**src/rtl/elevator_ctrl.sv**
```systemverilog
// Single-car SCAN elevator controller: latches floor calls, steps the car one floor per
// MOVE_TICKS ticks, runs the door cycle and counts occupants. Optional macro: OVERLOAD_EN.
module elevator_ctrl #(
    parameter int NUM_FLOORS = 8,
    parameter int MAX_PEOPLE = 15,
    parameter int MOVE_TICKS = 2,
    parameter int DOOR_TICKS = 4,
    parameter int LOAD_LIMIT = 10,
    localparam int PW = $clog2(MAX_PEOPLE + 1)
) (
    input  logic                  clk,
    input  logic                  rst_n,
    input  logic                  tick,
    input  logic [NUM_FLOORS-1:0] req,
    input  logic                  add,
    input  logic                  rem,
    input  logic                  close,
    output logic [PW-1:0]         people,
    output logic [NUM_FLOORS-1:0] floor,
    output logic                  dir,
    output logic                  open,
    output logic                  overload
);

    localparam int MW = $clog2(MOVE_TICKS + 1);
    localparam int DW = $clog2(DOOR_TICKS + 1);
    localparam logic [MW-1:0]         MOVE_LAST = MW'(MOVE_TICKS);
    localparam logic [DW-1:0]         DOOR_LAST = DW'(DOOR_TICKS);
    localparam logic [PW-1:0]         PEOPLE_MAX = PW'(MAX_PEOPLE);
    localparam logic [NUM_FLOORS-1:0] ONE_F = {{(NUM_FLOORS-1){1'b0}}, 1'b1};

    if (NUM_FLOORS < 2 || MOVE_TICKS < 1 || DOOR_TICKS < 1 || LOAD_LIMIT < 0) begin : g_bad_params
        $error("elevator_ctrl: illegal parameter combination");
    end

    typedef enum logic [1:0] {
        IDLE = 2'd0,
        MOVE = 2'd1,
        DOOR = 2'd2
    } state_t;

    state_t                  state_r;
    logic [NUM_FLOORS-1:0]   pending_r;
    logic [NUM_FLOORS-1:0]   floor_r;
    logic                    dir_r;
    logic                    open_r;
    logic [PW-1:0]           people_r;
    logic                    overload_r;
    logic [MW-1:0]           mcnt_r;
    logic [DW-1:0]           dcnt_r;

    logic [NUM_FLOORS-1:0]   latch_s;
    logic [NUM_FLOORS-1:0]   step_s;
    logic                    at_end_s;
    logic                    ahead_s;
    logic                    behind_s;
    logic [PW-1:0]           people_nx_s;
    logic                    hold_s;

    // Calls strictly beyond a one-hot floor in the given direction.
    function automatic logic calls_ahead(input logic [NUM_FLOORS-1:0] pend,
                                         input logic [NUM_FLOORS-1:0] fl,
                                         input logic                  up);
        logic [NUM_FLOORS-1:0] below;
        below = fl - ONE_F;
        if (up) begin
            return |(pend & ~(fl | below));
        end else begin
            return |(pend & below);
        end
    endfunction

    assign latch_s  = pending_r | (req & ~(open_r ? floor_r : {NUM_FLOORS{1'b0}}));
    assign step_s   = dir_r ? {floor_r[NUM_FLOORS-2:0], 1'b0} : {1'b0, floor_r[NUM_FLOORS-1:1]};
    assign at_end_s = dir_r ? floor_r[NUM_FLOORS-1] : floor_r[0];
    assign ahead_s  = calls_ahead(pending_r, floor_r, dir_r);
    assign behind_s = calls_ahead(pending_r, floor_r, ~dir_r);

`ifdef OVERLOAD_EN
    assign hold_s = overload_r;
`else
    assign hold_s = 1'b0;
`endif

    // Occupant count: buttons only count with the door open; simultaneous add/rem cancel.
    always_comb begin
        people_nx_s = people_r;
        if (open_r) begin
            case ({add, rem})
                2'b10: begin
                    if (people_r != PEOPLE_MAX) begin
                        people_nx_s = people_r + {{(PW-1){1'b0}}, 1'b1};
                    end else begin
                        people_nx_s = people_r;
                    end
                end
                2'b01: begin
                    if (people_r != {PW{1'b0}}) begin
                        people_nx_s = people_r - {{(PW-1){1'b0}}, 1'b1};
                    end else begin
                        people_nx_s = people_r;
                    end
                end
                default: people_nx_s = people_r;
            endcase
        end else begin
            people_nx_s = people_r;
        end
    end

    // Main controller: call latching, SCAN travel, door cycle and registered outputs.
    always_ff @(posedge clk) begin
        if (!rst_n) begin
            state_r    <= IDLE;
            pending_r  <= {NUM_FLOORS{1'b0}};
            floor_r    <= ONE_F;
            dir_r      <= 1'b1;
            open_r     <= 1'b0;
            people_r   <= {PW{1'b0}};
            overload_r <= 1'b0;
            mcnt_r     <= {MW{1'b0}};
            dcnt_r     <= {DW{1'b0}};
        end else begin
            pending_r <= latch_s;
            people_r  <= people_nx_s;
`ifdef OVERLOAD_EN
            overload_r <= (int'(people_nx_s) > LOAD_LIMIT);
`else
            overload_r <= 1'b0;
`endif
            case (state_r)
                IDLE: begin
                    if (|(pending_r & floor_r)) begin
                        pending_r <= latch_s & ~floor_r;
                        state_r   <= DOOR;
                        open_r    <= 1'b1;
                        dcnt_r    <= {DW{1'b0}};
                    end else if (ahead_s) begin
                        state_r <= MOVE;
                        mcnt_r  <= {MW{1'b0}};
                    end else if (behind_s) begin
                        dir_r   <= ~dir_r;
                        state_r <= MOVE;
                        mcnt_r  <= {MW{1'b0}};
                    end else begin
                        state_r <= IDLE;
                    end
                end
                MOVE: begin
                    if (tick) begin
                        if (mcnt_r + {{(MW-1){1'b0}}, 1'b1} == MOVE_LAST) begin
                            mcnt_r <= {MW{1'b0}};
                            // The end-stop guard keeps the car from shifting off the shaft.
                            if (at_end_s) begin
                                state_r <= IDLE;
                            end else if (|(pending_r & step_s)) begin
                                floor_r   <= step_s;
                                pending_r <= latch_s & ~step_s;
                                state_r   <= DOOR;
                                open_r    <= 1'b1;
                                dcnt_r    <= {DW{1'b0}};
                            end else if (calls_ahead(pending_r, step_s, dir_r)) begin
                                floor_r <= step_s;
                                state_r <= MOVE;
                            end else begin
                                floor_r <= step_s;
                                state_r <= IDLE;
                            end
                        end else begin
                            mcnt_r <= mcnt_r + {{(MW-1){1'b0}}, 1'b1};
                        end
                    end else begin
                        mcnt_r <= mcnt_r;
                    end
                end
                DOOR: begin
                    if (close && !hold_s) begin
                        state_r <= IDLE;
                        open_r  <= 1'b0;
                    end else if (hold_s || add || rem) begin
                        dcnt_r <= {DW{1'b0}};
                    end else if (tick) begin
                        if (dcnt_r + {{(DW-1){1'b0}}, 1'b1} == DOOR_LAST) begin
                            state_r <= IDLE;
                            open_r  <= 1'b0;
                        end else begin
                            dcnt_r <= dcnt_r + {{(DW-1){1'b0}}, 1'b1};
                        end
                    end else begin
                        dcnt_r <= dcnt_r;
                    end
                end
                default: begin
                    state_r <= IDLE;
                    open_r  <= 1'b0;
                end
            endcase
        end
    end

    assign people   = people_r;
    assign floor    = floor_r;
    assign dir      = dir_r;
    assign open     = open_r;
    assign overload = overload_r;

endmodule

```
**config.mk**
```make
export PLATFORM = sky130hd
export DESIGN_NAME = elevator_ctrl
export DESIGN_NICKNAME = d
export VERILOG_FILES = /design/src/rtl/elevator_ctrl.sv
export SDC_FILE = /design/constraint.sdc
export NUM_CORES = 1
export LEC_CHECK = 0
export CAP_MARGIN = 15
export CELL_PAD_IN_SITES_DETAIL_PLACEMENT = 0
export CELL_PAD_IN_SITES_GLOBAL_PLACEMENT = 1
export CORE_UTILIZATION = 38
export CTS_CLUSTER_DIAMETER = 60
export DETAILED_ROUTE_END_ITERATION = 7
export PLACE_DENSITY_LB_ADDON = 0.1
export SLEW_MARGIN = 25
export SYNTH_ARGS = -nofsm -noshare
export SYNTH_HDL_FRONTEND = slang
export SYNTH_SLANG_ARGS = --single-unit
```
**constraint.sdc**
```tcl
create_clock -name clk -period 2.6 [get_ports clk]
set_clock_uncertainty 0.2 [all_clocks]
set_input_delay 0.52 -clock clk [delete_from_list [all_inputs] [get_ports clk]]
set_output_delay 0.52 -clock clk [all_outputs]
set_load 0.05 [all_outputs]
```
; Yosys cells after proc, flatten, opt, wreduce, memory -nomap -nowiden
; Cells that the tools add are included.
[op_classes]
reduce_logical = 19
n_bitwise = 21
mux = 60
eq_ne = 22
addsub = 6
[op_table]
columns = cell, count
row1 = 8-bit bitwise AND, 9
row2 = 8-bit two-way mux, 7
row3 = 8-bit OR reduction, 6
row4 = 8-bit inverter, 5
row5 = 2-bit two-way mux, 14
row6 = 3-bit two-way mux, 9
row7 = 8-bit bitwise OR, 3
row8 = 1-bit two-way mux, 22
row9 = 2-bit != test (second input constant), 9
row10 = 3-bit != test (second input constant), 6
row11 = 8-bit case mux with 2 select lines, 1
row12 = 4-bit AND reduction, 4
row13 = 8-bit by 1-bit subtractor with 8-bit output (second input constant), 2
row14 = 3-bit case mux with 3 select lines, 1
row15 = 9-bit AND reduction, 1
row16 = 4-bit two-way mux, 2
row17 = 4-bit case mux with 2 select lines, 1
row18 = 8-bit AND reduction, 1
row19 = 2-bit == test (second input constant), 3
row20 = 2-bit case mux with 3 select lines, 1
row21 = 5-bit AND reduction, 1
row22 = 4-bit by 1-bit adder with 4-bit output (second input constant), 1
row23 = 2-bit by 1-bit == test with 1-bit output (second input constant), 2
row24 = 4-bit != test (second input constant), 1
row25 = other kinds (12), 16
[word_totals]
inputBits = 14
out_inout_bits = 15
reg_bits = 29

; Logic depth before layout (Yosys ltp)
[depth]
word_depth = 19
depth_mapped = 13
depth_no_buf = 12

; Least setup slack after synthesis
; Ideal clock, no wire load.
[synth_timing]
path_kind = reg2reg
from = reg dir_r (netlist: dir)
to = reg state_r[0]
path_slack_ns = -0.504
t_arrival_ns = 2.784
path_stages_with_launch = 13
t_required_ns = 2.280
path_buffers = 2
path_cell_list = dfxtp_1 > buf_6 > buf_2 > nor2_1 > a21oi_1 > nand3_1 > or3_1 > ha_1 > a22o_1 > a221oi_1 > a41o_1 > a311oi_1 > o31a_1
[synth_via]
elab_chain_cells = 19
word_cells_on_any_way = 29
[synth_rtl]
columns = item, line
row1 = "start, declared", 45  ; logic dir_r;
row2 = "start signal, assigned", 142  ; dir_r <= ~dir_r;
row3 = 8-bit two-way mux, 74  ; assign step_s = dir_r ? {floor_r[NUM_FLOORS-2:0], 1'b0} : {1'b0, floor_r[NUM_FLOORS-1:1]};
row4 = 8-bit by 1-bit subtractor with 8-bit output, 65  ; below = fl - ONE_F;
row5 = 8-bit bitwise OR, 67  ; return |(pend & ~(fl | below));
row6 = 8-bit inverter, 67
row7 = 8-bit bitwise AND, 67
row8 = 8-bit OR reduction, 67
row9 = 1-bit two-way mux, 66  ; if (up) begin
row10 = 1-bit two-way mux, 156  ; end else if (|(pending_r & step_s)) begin
row11 = (+3 left out), --
row12 = 1-bit two-way mux, 131  ; case (state_r)
row13 = 1-bit two-way mux, 113  ; if (!rst_n) begin
row14 = 1-bit two-way mux, 162  ; end else if (calls_ahead(pending_r, step_s, dir_r)) begin
row15 = 2-bit two-way mux, 156
row16 = 2-bit two-way mux, 154  ; if (at_end_s) begin
row17 = 2-bit two-way mux, 151  ; if (mcnt_r + {{(MW-1){1'b0}}, 1'b1} == MOVE_LAST) begin
row18 = 2-bit two-way mux, 150  ; if (tick) begin
row19 = 2-bit case mux with 3 select lines (*), 131
row20 = "end signal, assigned", 135  ; state_r <= DOOR;
row21 = "end signal, assigned", 155  ; state_r <= IDLE;
row22 = "end signal, assigned", 159  ; state_r <= DOOR;
row23 = "end, declared", 42  ; state_t state_r;
; Every way passes the cells marked *; elsewhere a longest branch is shown, timed or not. The select of a mux whose other input is x is not followed.
; A chain may end at the register's enable or synchronous reset.

; Worst setup path after layout
; Same ends and word-level chain as after synthesis.

==> results.toml <==
[synthesis]
seq_area_frac_synth_pct = 25.5
syn_avg_cell_area_um2 = 8.61
syn_nets = 302
syn_area_mm2 = 0.00227
yosys.cell_types.count = 62
synth_edf_count = 0
async_flop_share_pct = 0
synth_seq_cells = 29
syn_inst = 264
yosys_most_used_dff = "dfxtp_1"
synth_warnings = 0

[placed_design]
routabilityCongestion = 0.850
io_buffer_count = 27
place_ws_ps = -321
dp_hpwl_mm = 4.79

[cells_and_area]
fillers = 539
seq_area_um2 = 594
final_util_pct = 54.9
multi_input_area_mm2 = 0.00156
areaGrowthSynthToFinish_pct = 36.2
final_nets = 370
drive_gt1_share_pct = 29.2
diodes = 0

[grt]
grt.overflow.total = 0
grt_start_max_net_pins = 32
grt_pass1_vias = 2113
grt_pass1_wl_mm = 10.8
grtUsageTotal_pct = 22.6
antenna_found_initial = 0

[clock_tree]
cts_tree = "yes"
clock-root-buffer = "clkbuf_8"
cts_buffers = 5
cts_sinks = 29
holdBufCountCts = 0
cts_max_path_buffers = 2
htreeDepth = 2
path_clk_slew_ps = 70
insertion_delay_ps = 280

[worst_setup_path]
worst_setup_path_end_kind = "flip-flop"
max_stage_delay_ps = 400
crit_path_top_delay_cell = "dfxtp_4"
cp-start-kind = "flip-flop"
arrival_ps = 2640
critPathBufInv = 2
cp_cell_sequence = "buf_6, nor2_1, buf_4, a21oi_2, nand3_2, or3_1, ha_1, a22o_1, a221oi_2, a41o_1, a311oi_1, o31a_1"
path_delay_family = "compound AO/OA/AOI/OAI gates"
crit_type = "reg2reg"
crit_required_ps = 2580
crit_path_max_fanout = 7

[power]
p_leak_nw = 1.37
clkPwrFrac_pct = 29.3
ir_drop_uv = 218
swShare_pct = 34.0
combPwrFrac_pct = 31.1
switchingPower_mw = 0.447
p_int_mw = 0.868
p_per_area_mw_per_mm2 = 425
seq_power_share_pct = 39.5

[floorplanning]
core_mm2 = 0.00564
fp-row-count = 27
pin_count = 29
die_w_um = 79.3
fp.dieH_um = 79.3
start_util_pct = 40.3
dieArea_mm2 = 0.00630

[run_status]
outcome = "finished with violations"
failed_checks = "negative setup slack"

[route]
postRouteWirelength_mm = 6.51
wl_per_cell_um = 16.1
detail_route.vias_per_cell = 5.44
drt_iter0_drc = 113
drc = 0
num_vias = 2197
drt_first_pass_iters = 4
ant_nets = 0

[timing]
slew_headroom_pct = 66.5
fin_crit_sh_pct = 102
finalSetupViolCount = 1
rsz0062_at_grt = "true"
worstMarginPinSlew_ps = 500
timing.final.crit_period_ps = 2660
hold_viol = 0
timing.final.ws_setup_ps = -61.3
finalMaxSlewViolations = 0
fmax_mhz = 376

[hold_path]
worstHoldPathType = "reg2reg"

[flow_run]
cap_violations = 0
cell usage in the layout, fill, tap and decap left out, types with 3 or more instances in the layout:
master,count
buf_4,48
dfxtp_1,24
clkdlybuf4s50_1,24
inv_1,23
ha_1,21
o21ai_0,20
nand2_1,19
a22oi_1,12
nor2_1,9
a221oi_2,8
a21oi_1,6
o211a_1,6
clkbuf_8,6
xnor2_1,5
and2_1,5
nor2b_1,4
inv_2,4
nand3_1,4
nor3_1,3
or3_1,3
a21oi_2,3
and3_1,3
a22o_1,3
o211ai_1,3
mux2i_1,3
a21boi_1,3
dfxtp_4,3
Yosys cell counts (all sizes together), types with 2 or more instances:
master  number  share of area [%]
a21boi       3               0.99
a21oi        9                2.3
a221oi       8                4.7
a222oi       2               0.88
a22o         3                1.2
a22oi       13                4.5
a41o         2               0.88
and2         5                1.4
and2b        2               0.77
and3         3               0.83
buf         13                3.5
clkbuf       2               0.33
dfxtp       29                 26
ha          23                 13
inv         27                4.5
mux2         3                1.8
mux2i        4                1.8
nand2       19                3.1
nand2b       4                1.2
nand3        6                1.3
nand3b       2               0.66
nand4        2               0.55
nor2         9                1.5
nor2b        4                1.1
nor3         4                1.4
o211a        6                2.6
o211ai       4                1.5
o21ai       22                4.8
or3          4                1.1
xnor2        5                1.9
what timing repair did:
item                       in CTS  in global routing
pin swaps                       2                  8
resized for setup               6                 11
setup endpoints to repair       2                  8
setup buffers                   4                  1
cell type report:
class                      count  area share, %
sequential                    29           19.2
timing repair buffer          77           21.6
inverter                      27           3.27
tap                           72           2.91
multi-input combinational    192           50.2
clock buffer                   7           2.79
sequential cells by signal (all words and copies together), names as in the netlist:
name and cells:
floor 8, dir 1, state_r 2, mcnt_r 2, dcnt_r 3, people 4
open 1, pending_r 8
worst min-delay path, delay by kind of cell (launching register included):
| kind | cells | cell delay [ps] |
|---|---|---|
| multiplexers | 1 | 50 |
| AND/OR/NAND/NOR | 1 | 60 |
| flip-flops | 1 | 330 |
power groups by stage:
stage	clock network, mW	logic, mW	registers (mW)
floorplan	0	0.250	0.538
global placement	0	0.394	0.528
detailed placement	0	0.396	0.528
CTS	0.397	0.401	0.519
global route	0.411	0.453	0.527
finish	0.386	0.409	0.520
metal layers:
layer | up-vias | GRT usage (%) | part of all wire, %
met5 | - | 0 | 0
met4 | 0 | 5.82 | 0.94
met3 | 7 | 4.25 | 5.6
met2 | 52 | 36.2 | 46
met1 | 1034 | 31.0 | 47
li1 | 1104 | - | -
logic make-up after synthesis:
| family | after synthesis | synth area share, % |
|---|---|---|
| flops | 29 | 25.5 |
| other cells | 1 | 0.165 |
| buf+inv | 43 | 8.70 |
| xor+xnor | 6 | 2.31 |
| mux | 7 | 3.58 |
| fa+ha+maj | 24 | 13.5 |
| simple gates | 70 | 17.0 |
| compound gates | 84 | 29.2 |
metrics by stage:
stage / TNS, ps / total power, mW / std cells / hold slack, ps / cell area (um^2)
floorplan: -37.9 / 0.788 / 264 / 255 / 2320
global placement: -928 / 0.922 / 392 / 277 / 2920
detailed placement: -1090 / 0.925 / 392 / 286 / 2920
CTS: -50.5 / 1.32 / 403 / 295 / 3060
global route: -430 / 1.39 / 404 / 317 / 3100
finish: -61.3 / 1.31 / 404 / 289 / 3100
final timing paths:
path	start	endpoint	slack [ps]	cells after the start
worst max-delay path	dir	state_r[0]	-60	12
worst min-delay path	dcnt_r[1]	dcnt_r[1]	290	2
worst max register to register	dir	state_r[0]	-60	12
worst min register to register	dcnt_r[1]	dcnt_r[1]	290	2
Note: power is estimated with default switching activity, not from simulation.
